### config.mk
export PLATFORM = sky130hd
export DESIGN_NAME = axi_cmd_arbiter
export DESIGN_NICKNAME = d
export VERILOG_FILES = /design/src/rtl/axi_cmd_arbiter.sv
export SDC_FILE = /design/constraint.sdc
export NUM_CORES = 1
export LEC_CHECK = 0
export ABC_AREA = 0
export CAP_MARGIN = 20
export CORE_MARGIN = 2
export CORE_UTILIZATION = 38
export DETAILED_ROUTE_END_ITERATION = 10
export PLACE_DENSITY_LB_ADDON = 0.2
export SYNTH_ARGS = -nofsm -noshare
export SYNTH_HDL_FRONTEND = slang
export SYNTH_SLANG_ARGS = --single-unit
### constraint.sdc
create_clock -name wclk -period 2.6 [get_ports wclk]
set_clock_uncertainty 0.15 [all_clocks]
set_input_delay 0.52 -clock wclk [delete_from_list [all_inputs] [get_ports wclk]]
set_output_delay 0.52 -clock wclk [all_outputs]
set_load 0.02 [all_outputs]
### src/rtl/axi_cmd_arbiter.sv
// axi_cmd_arbiter: write-clock-domain front end of the AXI4-Lite to APB bridge.
// Collects AW/W/AR transfers into single-entry holding registers, merges them
// into one command word per transaction, arbitrates round-robin between write
// and read, and pushes the winner into the command FIFO under credit control.
module axi_cmd_arbiter #(
    parameter  int ADDR_WIDTH      = 32,
    parameter  int DATA_WIDTH      = 32,
    parameter  int MAX_OUTSTANDING = 4,
    localparam int STRB_WIDTH      = DATA_WIDTH / 8,
    localparam int CMD_WIDTH       = 1 + ADDR_WIDTH + DATA_WIDTH + STRB_WIDTH,
    localparam int CNT_WIDTH       = 4
) (
    input  logic                  wclk,
    input  logic                  wrst_n,
    input  logic [ADDR_WIDTH-1:0] s_awaddr,
    input  logic                  s_awvalid,
    output logic                  s_awready,
    input  logic [DATA_WIDTH-1:0] s_wdata,
    input  logic [STRB_WIDTH-1:0] s_wstrb,
    input  logic                  s_wvalid,
    output logic                  s_wready,
    input  logic [ADDR_WIDTH-1:0] s_araddr,
    input  logic                  s_arvalid,
    output logic                  s_arready,
    output logic                  fifo_winc,
    output logic [CMD_WIDTH-1:0]  fifo_wdata,
    input  logic                  fifo_wfull,
    input  logic                  resp_done,
    output logic [CNT_WIDTH-1:0]  outstanding
);

    typedef enum logic {
        GNT_READ  = 1'b0,
        GNT_WRITE = 1'b1
    } grant_e;

    // Holding-register control flags and round-robin pointer (reset).
    logic   aw_full;
    logic   w_full;
    logic   ar_full;
    grant_e last_grant;

    // Holding-register payloads (not reset: only consumed while the flag is set).
    logic [ADDR_WIDTH-1:0] aw_addr;
    logic [DATA_WIDTH-1:0] w_data;
    logic [STRB_WIDTH-1:0] w_strb;
    logic [ADDR_WIDTH-1:0] ar_addr;

    logic aw_hs;
    logic w_hs;
    logic ar_hs;
    logic wr_req;
    logic rd_req;
    logic can_issue;
    logic issue_wr;
    logic issue_rd;

    // Credit update: +1 on issue, -1 on a completion, never below zero.
    // The upper bound is enforced by can_issue, so no clamp is needed there.
    function automatic logic [CNT_WIDTH-1:0] credit_next(
        input logic [CNT_WIDTH-1:0] cnt,
        input logic                 inc,
        input logic                 dec
    );
        logic dec_ok;
        dec_ok = dec && (cnt != '0);
        if (inc && !dec_ok)
            return cnt + 1'b1;
        else if (!inc && dec_ok)
            return cnt - 1'b1;
        else
            return cnt;
    endfunction

    // Readies come straight from the flags so no valid-to-ready path exists.
    assign s_awready = !aw_full;
    assign s_wready  = !w_full;
    assign s_arready = !ar_full;

    assign aw_hs = s_awvalid && !aw_full;
    assign w_hs  = s_wvalid  && !w_full;
    assign ar_hs = s_arvalid && !ar_full;

    assign wr_req    = aw_full && w_full;
    assign rd_req    = ar_full;
    assign can_issue = !fifo_wfull && (outstanding < CNT_WIDTH'(MAX_OUTSTANDING));

    // Round-robin grant: a lone request wins; a tie goes opposite to last_grant.
    always_comb begin
        issue_wr = 1'b0;
        issue_rd = 1'b0;
        if (can_issue) begin
            if (wr_req && rd_req) begin
                issue_wr = (last_grant == GNT_READ);
                issue_rd = (last_grant == GNT_WRITE);
            end else begin
                issue_wr = wr_req;
                issue_rd = rd_req;
            end
        end
    end

    assign fifo_winc = issue_wr || issue_rd;

    // Command word {is_write, addr, data, strb}; zero whenever nothing is pushed.
    always_comb begin
        fifo_wdata = '0;
        if (issue_wr)
            fifo_wdata = {1'b1, aw_addr, w_data, w_strb};
        else if (issue_rd)
            fifo_wdata = {1'b0, ar_addr, {DATA_WIDTH{1'b0}}, {STRB_WIDTH{1'b0}}};
    end

    // Control state: holding flags, arbitration pointer and credit counter.
    always_ff @(posedge wclk or negedge wrst_n) begin
        if (!wrst_n) begin
            aw_full     <= 1'b0;
            w_full      <= 1'b0;
            ar_full     <= 1'b0;
            last_grant  <= GNT_READ;
            outstanding <= '0;
        end else begin
            if (issue_wr)
                aw_full <= 1'b0;
            else if (aw_hs)
                aw_full <= 1'b1;

            if (issue_wr)
                w_full <= 1'b0;
            else if (w_hs)
                w_full <= 1'b1;

            if (issue_rd)
                ar_full <= 1'b0;
            else if (ar_hs)
                ar_full <= 1'b1;

            if (issue_wr)
                last_grant <= GNT_WRITE;
            else if (issue_rd)
                last_grant <= GNT_READ;

            outstanding <= credit_next(outstanding, fifo_winc, resp_done);
        end
    end

    // Payload capture on each channel handshake.
    always_ff @(posedge wclk) begin
        if (aw_hs)
            aw_addr <= s_awaddr;
        if (w_hs) begin
            w_data <= s_wdata;
            w_strb <= s_wstrb;
        end
        if (ar_hs)
            ar_addr <= s_araddr;
    end

endmodule
Yosys cells after proc, flatten, opt, wreduce, memory -nomap -nowiden
Cells that the tools add are included.
- word-level logic and storage cells: 51
- register bits after elaboration: 108
- input bits: 107
- muxes and demuxes: 16
- add/sub/neg operators: 2
- bitwise logic cells: 1
- order comparisons: 1
- reduce and logical (&&, ||, !) cells: 22
- operators by type and width (kind ; count):
    2-to-1 mux 69 bit ; 1
    2-to-1 mux 68 bit ; 1
    2-to-1 mux 1 bit ; 12
    nonzero test 2 bit ; 5
    logical AND 1 bit ; 9
    2-to-1 mux 4 bit ; 2
    logical NOT 1 bit ; 6
    adder 4 x 1 -> 4 bit (second input constant) ; 1
    less-than comparator 4 x 3 -> 1 bit (second input constant) ; 1
    nonzero test 4 bit ; 1
    subtractor 4 x 1 -> 4 bit (second input constant) ; 1
    logical OR 1 bit ; 1
    inverter 1 bit ; 1

Longest topological paths before layout
- word-level depth: 9
- gate-level depth with buffers: 10
- mapped depth without buffers: 8

Worst setup path before layout
OpenSTA, ideal clock, no wires.
- path type: reg-to-reg
- from: register w_full
- to: register outstanding[3]
- arrival: 2.476 ns
- required time: 2.319 ns
- cell stages (with the launch flop): 11
- library setup time: 0.131 ns
- clock period less this slack: 2.757 ns
- path buffers: 2
- setup slack: -0.157 ns
- cell sequence: dfrtp_1 > and2_1 > buf_2 > buf_2 > o21a_1 > ha_1 > inv_1 > ha_1 > or4_1 > o211ai_1 > o211ai_1
- cells in the longest elaborated chain, start to end: 8
- elaborated cells on any way between the ends: 12
- those cells by class: mux (5); reduce/logical (7)
- RTL lines (what ; RTL line ; source):
    from (decl) ; 39 ; logic w_full;
    from (signal assigned) ; 118 ; w_full <= 1'b0;
    from (signal assigned) ; 129 ; w_full <= 1'b0;
    from (signal assigned) ; 131 ; w_full <= 1'b1;
    logical AND 1 bit * ; 84 ; assign wr_req = aw_full && w_full;
    logical AND 1 bit ; 93 ; if (wr_req && rd_req) begin
    2-to-1 mux 1 bit ; 93 ;
    2-to-1 mux 1 bit ; 92 ; if (can_issue) begin
    logical OR 1 bit * ; 103 ; assign fifo_winc = issue_wr || issue_rd;
    net fifo_winc ; 25 ; output logic fifo_winc,
    logical NOT 1 bit ; 69 ; else if (!inc && dec_ok)
    logical AND 1 bit ; 69 ;
    nonzero test 2 bit (no source line) ; - ;
    to (signal assigned) ; 143 ; outstanding <= credit_next(outstanding, fifo_winc, resp_done);
    to (decl) ; 29 ; output logic [CNT_WIDTH-1:0] outstanding
Mark *: on every way through the listed nets, which the timed path passes. The rest lies on a longest branch.
A chain may end at the register's enable or synchronous reset.

Final worst setup path
- from: register outstanding[3]
- to: output fifo_wdata[15]
- cells in the longest elaborated chain, start to end: 4
- RTL lines (what ; RTL line ; source):
    less-than comparator 4 x 3 -> 1 bit ; 86 ; assign can_issue = !fifo_wfull && (outstanding < CNT_WIDTH'(MAX_OUTSTANDING));
    logical AND 1 bit ; 86 ;
    2-to-1 mux 1 bit ; 92 ;
    2-to-1 mux 69 bit ; 108 ; if (issue_wr)
    to (decl) ; 26 ; output logic [CMD_WIDTH-1:0] fifo_wdata,
Every way passes these cells.

==> summary.md <==
| Metric | Value |
|---|---|
| Max FO, Critical Path | 30 |
| Total gr overflow | 0 |
| Register area share after synthesis | 73.5% |
| ANT cells | 0 |
| Area Growth Syn to Fin | 52.1% |
| Hold Path Class | input pin to asynchronous set/reset pin |
| WL final | 11.1 mm |
| First-pass DRT Iterations | 4 |
| Chip height | 111 microns |
| Cells after Synth | 309 |
| RSZ-0062 raised after global routing | false |
| Top cells by area, synth | edfxtp_1 69%, nand3_1 7.6%, and2_1 5.3% |
| Max IR drop VDD | 0.420 mV |
| CP endpoint kind | output pin |
| Routability cong. | 0.778 |
| # clock sinks | 108 |
| Buf+Inv Stages, Crit Path | 2 |
| Hold_buf cts | 0 |
| Vias | 3259 |
| Clock root cell | clkbuf_16 |
| Multi-input gate area | 1040 sq um |
| Placed insts | 640 |
| Antenna Violating Nets Remaining | 0 |
| Post-synthesis register bit count | 108 |
| Final worst-path cycle share | 94.6% |
| First-pass GRT wire length | 18.0 mm |
| Syn_nets | 420 |
| Cell family contributing the most delay on the critical path | simple AND/OR/NAND/NOR gates |
| Core box area | 11300 sq um |
| Pins Over Slew Limit | 0 |
| Final setup fails | 0 |
| Worst setup SP type | flop |
| Syn avg cell area | 14.1 sq um |
| Layout Nets | 620 |
| CTS HTree Levels | 3 |
| Flip-flop and latch area | 3200 sq um |
| R2r setup slk | 160 ps |
| Crit path cell chain | nor3_4 -> and3_4 -> buf_12 -> and2_1 -> clkdlybuf4s15_2 |
| Num ports | 184 |
| PD cells | 908 nW/um^2 |
| Setup CP Type | flop to output pin |
| Netlist area before placement | 4360 sq um |
| Final worst path period need | 2460 ps |
| Total GRT Usage | 18.6% |
| Final instance area | 6630 sq um |
| Yosys top cell area share | 68.9% |
| Ratio of cells with drive above 1 in the final layout | 22.0% |
| Crit path arrival time | 1790 ps |
| Fin. Hold Viols | 0 |
| Slew margin rel. | 74.0% |
| Post-Layout Cell Count | 657 |
| Critical Path Max Stage Delay | 460 ps |
| DRC errors left | 0 |
| CTS tree | built |
| Clock transition at path regs | 70 ps |
| Run status | completed |
| 1st-iter DRT viols | 220 |
| Die Width | 111 microns |
| YS warnings | 0 |
| Port Buf Inserts | 183 |
| Largest area contributor in the netlist | edfxtp_1 |
| Std-Cell Rows | 39 |
| Initial antenna violation count | 0 |
| Worst-Margin Slew | 388 ps |
| Initial core utilization | 38.5% |
| Slowest CP cell | dfrtp_2 |
| CTS Buffer Depth | 2 |
| Vias/cell | 4.96 |
| Clk Latency, worst-skew pair | 330 ps |
| Die footprint | 12300 sq um |
| WP data required | 1930 ps |
| Fmax | 407 MHz |
| Post-placement cell area | 6520 sq um |
| Vias in the first global route | 3462 |
| Detailed Place HPWL | 7.87 mm |
| Wire per inst | 16.9 microns |
| Max cap viols | 0 |
| Fillcell total | 953 |
| Synth cell types | 32 |
| Leak | 0.00249 uW |
| Pin count of the biggest net entering global routing | 37 |
| Num CTS Buffers | 9 |
==> layer usage <==
layer	track usage [%]	wire [microns]
met5	0	0
met1	23.2	4520
met3	7.49	1300
met4	6.67	136
met2	29.6	5150
==> Yosys cell counts, drive strengths merged <==
library cell,n
a2111o,1
a21oi,34
a31oi,1
and2,37
and3,1
buf,17
clkbuf,7
dfrtp,8
edfxtp,100
fa,1
ha,3
inv,4
mux2,1
mux2i,1
nand2,3
nand2b,1
nand3,66
nand3b,2
nor2,5
nor2b,3
nor3,2
o211ai,2
o21a,1
o21ai,2
o41ai,1
or3,2
or4,1
xnor2,2
==> logic make-up after synthesis <==
logic type / count (synthesis) / synth area share, %
AND/OR/NAND/NOR: 123 / 15.6
XOR/XNOR: 2 / 0.402
adder cells (fa/ha/maj): 4 / 1.32
buffers and inverters: 28 / 3.53
flip-flops: 108 / 73.5
multiplexers: 2 / 0.488
AO/OA/AOI/OAI: 42 / 5.25
==> metrics by stage <==
stage | setup slack (ps) | setup TNS, ps | utilization (%) | power, uW | hold WS [ps]
after detailed placement | -435 | -27700 | 57.6 | 5040 | 388
after global routing | 19.3 | 0 | 58.6 | 6400 | 338
final | 140 | 0 | 58.6 | 6020 | 324
after CTS | 0.392 | 0 | 58.4 | 6080 | 325
after floorplan | -106 | -106 | - | 3790 | 74.4
after global placement | -445 | -27390 | 57.6 | 5000 | 377
==> power by group <==
group,internal (uW),total [uW],switching (uW)
combinational,1060,2490,1430
clock,647,1200,550
sequential,2220,2330,108
total,3930,6020,2090
==> worst register-to-register path: stages (launching register included) <==
cell and delay, ps:
dfrtp_2 460, nor3_4 190, buf_4 130, o21a_2 130, ha_2 180, inv_2 40
ha_1 280, or4_1 520, o211ai_1 110, o211ai_1 110
==> placed cells by master (no fill, tap or decap), drive strengths merged, types with 2 or more instances in the layout <==
cell / synthesis / routed
nand3: 66 / 66
edfxtp: 100 / 100
or3: 2 / 2
nor3: 2 / 2
clkinv: 0 / 2
nor2: 5 / 5
clkbuf: 7 / 13
xnor2: 2 / 2
clkdlybuf4s50: 0 / 112
nand3b: 2 / 2
nor2b: 3 / 3
o211ai: 2 / 2
a21oi: 34 / 34
dlygate4sd2: 0 / 3
nand2: 3 / 3
and2: 37 / 37
clkdlybuf4s15: 0 / 28
dfrtp: 8 / 8
ha: 3 / 3
inv: 4 / 4
buf: 17 / 69
o21ai: 2 / 2
==> state kept, by name (all words and copies together) (netlist names), 4 cells and up <==
name,cells
outstanding,4
w_data,32
ar_addr,32
w_strb,4
aw_addr,32
==> worst paths after layout <==
| path | cells after the start | endpoint | from |
|---|---|---|---|
| max | 5 | fifo_wdata[15] | outstanding[3]$_DFFE_PN0P_ |
| min in group wclk | 2 | last_grant$_DFFE_PN0P_ | last_grant$_DFFE_PN0P_ |
| max reg2reg | 9 | outstanding[3]$_DFFE_PN0P_ | outstanding[3]$_DFFE_PN0P_ |
| max in group asynchronous | 1 | outstanding[3]$_DFFE_PN0P_ | wrst_n |
| min | 1 | outstanding[0]$_DFFE_PN0P_ | wrst_n |
| min reg2reg | 2 | last_grant$_DFFE_PN0P_ | last_grant$_DFFE_PN0P_ |
==> timing repair <==
item                                    4_1_cts  5_1_grt
buffers inserted                              0        1
pin swaps                                     1        3
resized for setup                           237        5
endpoints found under the setup margin       71       40
==> area by class of cell <==
type	instances	share of cell area [%]
sequential	108	48.3
clock inverter	3	0.245
tap	143	2.70
clock buffer	13	3.62
inverter	4	0.226
timing repair buffer	213	29.3
multi-input combinational	173	15.6
No activity file was read; power rests on OpenSTA's default activity.
